File: config.mk
export PLATFORM = sky130hd
export DESIGN_NAME = xotr_phase_sequencer
export DESIGN_NICKNAME = d
export VERILOG_FILES = /design/src/rtl/xotr_phase_sequencer.sv
export SDC_FILE = /design/constraint.sdc
export NUM_CORES = 1
export LEC_CHECK = 0
export ABC_CLOCK_PERIOD_IN_PS = 2500
export CORE_ASPECT_RATIO = 0.6
export CORE_MARGIN = 5
export CORE_UTILIZATION = 30
export DETAILED_ROUTE_END_ITERATION = 10
export GPL_TIMING_DRIVEN = 0
export PLACE_DENSITY_LB_ADDON = 0.05
export SETUP_SLACK_MARGIN = 0.5
export SLEW_MARGIN = 20
export SYNTH_ARGS = -nofsm -noshare
export SYNTH_HDL_FRONTEND = slang
export SYNTH_SLANG_ARGS = --single-unit
export TNS_END_PERCENT = 1
File: constraint.sdc
create_clock -name clock -period 2.5 [get_ports clock]
set_input_delay 0.5 -clock clock [delete_from_list [all_inputs] [get_ports clock]]
set_output_delay 0.5 -clock clock [all_outputs]
set_load 0.01 [all_outputs]
File: src/rtl/xotr_phase_sequencer.sv
// xotr_phase_sequencer: latches fetched opcodes, runs the XPT phase counter and arbitrates fetch/execute handshakes for the XOTR decoders
module xotr_phase_sequencer #(
  parameter int XPT_WIDTH = 5,
  parameter int OPCODE_WIDTH = 8,
  parameter logic [OPCODE_WIDTH-1:0] RESET_OPCODE = '0
) (
  input  logic                    clock,
  input  logic                    notReset,
  input  logic [OPCODE_WIDTH-1:0] Data,
  input  logic                    Latch_Opcode,
  input  logic                    Wait,
  input  logic                    PR_Reset_XPT,
  input  logic                    P2_Set_CM1,
  input  logic                    P2_Reset_XOTR,
  input  logic                    Pa_Ophd,
  output logic [XPT_WIDTH-1:0]    XPT,
  output logic [XPT_WIDTH-1:0]    notXPT,
  output logic [OPCODE_WIDTH-1:0] Source,
  output logic [OPCODE_WIDTH-1:0] notSource,
  output logic                    XOTR,
  output logic                    CM1,
  output logic                    Overrun,
  output logic                    Ignored_Latch
);
  logic                    accept;
  logic                    inc;
  logic                    xpt_max;
  logic [XPT_WIDTH-1:0]    xpt_nx;
  logic [OPCODE_WIDTH-1:0] src_nx;
  logic                    xotr_nx;
  logic                    cm1_nx;
  logic                    ovr_nx;
  logic                    ign_nx;
  // next-state: accept overrides every decoder strobe, PR_Reset_XPT overrides counting
  always_comb begin
    accept  = Latch_Opcode & (CM1 | Pa_Ophd);
    xpt_max = &XPT;
    inc     = XOTR & ~Wait & ~PR_Reset_XPT;
    xpt_nx  = (accept | PR_Reset_XPT) ? '0 : (inc & ~xpt_max) ? XPT + XPT_WIDTH'(1) : XPT;
    src_nx  = accept ? Data : Source;
    xotr_nx = accept | (XOTR & ~P2_Reset_XOTR);
    cm1_nx  = ~accept & (CM1 | P2_Set_CM1);
    ovr_nx  = Overrun | (~accept & inc & xpt_max);
    ign_nx  = Ignored_Latch | (Latch_Opcode & ~accept);
  end
  // true and complement registers load from the same next value so they never disagree
  always_ff @(posedge clock or negedge notReset) begin
    if (!notReset) begin
      XPT           <= '0;
      notXPT        <= '1;
      Source        <= RESET_OPCODE;
      notSource     <= ~RESET_OPCODE;
      XOTR          <= 1'b0;
      CM1           <= 1'b1;
      Overrun       <= 1'b0;
      Ignored_Latch <= 1'b0;
    end else begin
      XPT           <= xpt_nx;
      notXPT        <= ~xpt_nx;
      Source        <= src_nx;
      notSource     <= ~src_nx;
      XOTR          <= xotr_nx;
      CM1           <= cm1_nx;
      Overrun       <= ovr_nx;
      Ignored_Latch <= ign_nx;
    end
  end
endmodule

==> results.cfg <==
[sta]
finalSetupViolCount = 0
fin_tns_setup_ns = 0
clock_skew_ns = 0.00523
worst_hold_slack_ns = 0.249
hold_violations = 0
post-route-period-util_pct = 78.1
fin_crit_ns = 1.95
rsz0062_at_grt = no
drv_slew = 0
fmax_ghz = 0.512
maxSlewHeadroom_pct = 57.0
worst_slew_pin_slew_ns = 0.645

[critical_path]
crit_type = register to register
cp.arrival_ns = 2.11
worstPathRequired_ns = 2.66
startpoint_type = register
worstRegToRegCells = 6
path_max_fanout = 3
end_kind = register

[clocking]
clockRootBuffer = clkbuf_8
cts_inserted_buffers = 5
htreeDepth = 2
clock-sinks = 30
cts_tree = yes
holdBufCountCts = 0
clkTransAtPathRegs_ns = 0.06
clk_latency_ns = 0.27
clk_path_buf_depth = 2

[grt]
grtUsageTotal_pct = 10.6
grt_pass1_wl_um = 4000
grt_max_degree = 31
overflow = 0
antenna_found_initial = 0
grt_pass1_vias = 842

[synth]
yosysSeqAreaShare_pct = 68.1
synth_top_flop_cell = dfrtp_1
syn_area_mm2 = 0.00113
synth_seq_cells = 30
yosys.area.top_type_share_pct = 35.5
synth_top_cells_by_area = dfrtp_1 36%, dfstp_2 33%, mux2i_1 8.9%, inv_1 3.3%, o21a_1 2.7%
synth_top_area_cell = dfrtp_1
syn_inst = 80
synth_common_cells = 16 x dfrtp_1, 14 x dfstp_2, 10 x inv_1, 10 x mux2i_1
async_flop_share_pct = 100
yosys_warnings = 0
synthDistinctLibCells = 22
yosysMostFrequentCell = dfrtp_1
synthesis.nets = 98
syn_avg_cell_area_um2 = 14.1
synth_edf_count = 0

[die]
die_y_um = 57.5
row_count = 17
die_area_mm2 = 0.00512
ioPinCount = 46
start_util_pct = 31.0
fp.dieW_um = 89.1
core_mm2 = 0.00364

[power]
ir_drop_mv = 0.405
power_density_mw_per_mm2 = 657
leakage_nw = 0.781

[routing]
post_drt_wl_per_cell_um = 13.4
antenna_left = 0
drt-initial-drc-count = 11
first_pass_iters = 3
vias = 782
drt-total-wl_um = 2460
viasPerCell = 4.27
post-route-drc-count = 0

[cells_and_area]
final_layout_size_suffix_gt1_share_pct = 22.8
multi_input_area_um2 = 337
area_growth_pct = 56.6
final_cells = 183
nets = 153
nFillCells = 324
n_antenna_cell = 0
fin_util_pct = 48.5
ff_latch_area_um2 = 768

[placement]
dp_hpwl_um = 1730
dp.cells = 172
place_congestion = 0.675
port_buffers = 45

[run_status]
outcome = finished clean

[min_path]
min_path_type = input port to async pin

[flow_run]
cap_violations = 0
## worst max-delay path, cell delays in order (launching register included)
cell     delay [ns]
dfrtp_1        0.39
ha_2           0.21
and3_4         0.19
ha_4           0.17
or4b_4         0.50
o21a_1         0.21
o21a_1         0.18
## cells by family (layout without fill, tap and decap cells)
group | Yosys count | count (layout) | synth area share, %
flops | 30 | 30 | 68.1
buf+inv | 11 | 67 | 3.77
mux | 10 | 10 | 8.88
compound gates | 11 | 11 | 6.66
fa+ha+maj | 2 | 2 | 2.22
xor+xnor | 1 | 1 | 0.777
simple gates | 15 | 15 | 9.54
## per-layer routing
metal  global-route usage, %  up-vias  part of all wire, %
met1                    12.5      370                   43
li1                        -      376                    -
met3                    4.76        7                  7.4
met2                    16.3       29                   48
met5                       0        -                    0
met4                    5.73        0                  1.7
## stage by stage
stage               power (mW)  cell area, um^2  setup WS, ns
global route              1.22             1770         0.496
floorplan                0.644             1130         0.504
global placement         0.777             1640         0.425
detailed placement       0.781             1630         0.413
CTS                       1.18             1740         0.511
finish                    1.16             1770         0.549
## flip-flops by register name (all words and copies together), names as in the netlist
register and count:
CM1 1, Source 8, Overrun 1, XOTR 1, notSource 8, notXPT 5, XPT 5, Ignored_Latch 1
## final cells by class
cell class	instances	share of cell area [%]
Tap cell	47	3.33
Timing Repair Buffer	48	26.5
Multi-Input combinational cell	39	19.1
Inverter	10	2.13
Clock buffer	7	4.89
Sequential cell	30	43.5
Clock inverter	1	0.283
Buffer	1	0.283
## cell usage in the layout, fill, tap and decap left out, types with 2 or more instances in the layout
master,synthesis,layout
clkdlybuf4s50_1,0,44
clkbuf_8,0,6
nand2b_1,4,4
o21ai_1,2,2
nor2_1,4,4
o21a_1,4,4
buf_2,1,2
inv_1,10,10
dfstp_2,14,14
dfrtp_1,16,16
o21ai_0,2,2
mux2i_1,10,10
buf_4,0,3
## repair_timing
item | 4_1_cts | 5_1_grt
pin swaps | 0 | 1
setup endpoints to repair | 4 | 4
setup buffers | 2 | 1
gates resized for setup | 1 | 2
## worst paths after layout
path / start / end / slack (ns)
max: XPT[1] / XPT[3] / 0.55
min: notReset / XPT[3] / 0.25
max reg2reg: XPT[1] / XPT[3] / 0.55
min reg2reg: Source[3] / notSource[3] / 0.44
max in group asynchronous: notReset / XPT[2] / 1.83
min in group clock: Source[3] / notSource[3] / 0.44
## power breakdown
group | internal, mW | switching (mW) | total, mW
combinational | 0.119 | 0.0837 | 0.203
sequential | 0.547 | 0.0201 | 0.567
clock | 0.221 | 0.168 | 0.390
Note: power is estimated with default switching activity, not from simulation.
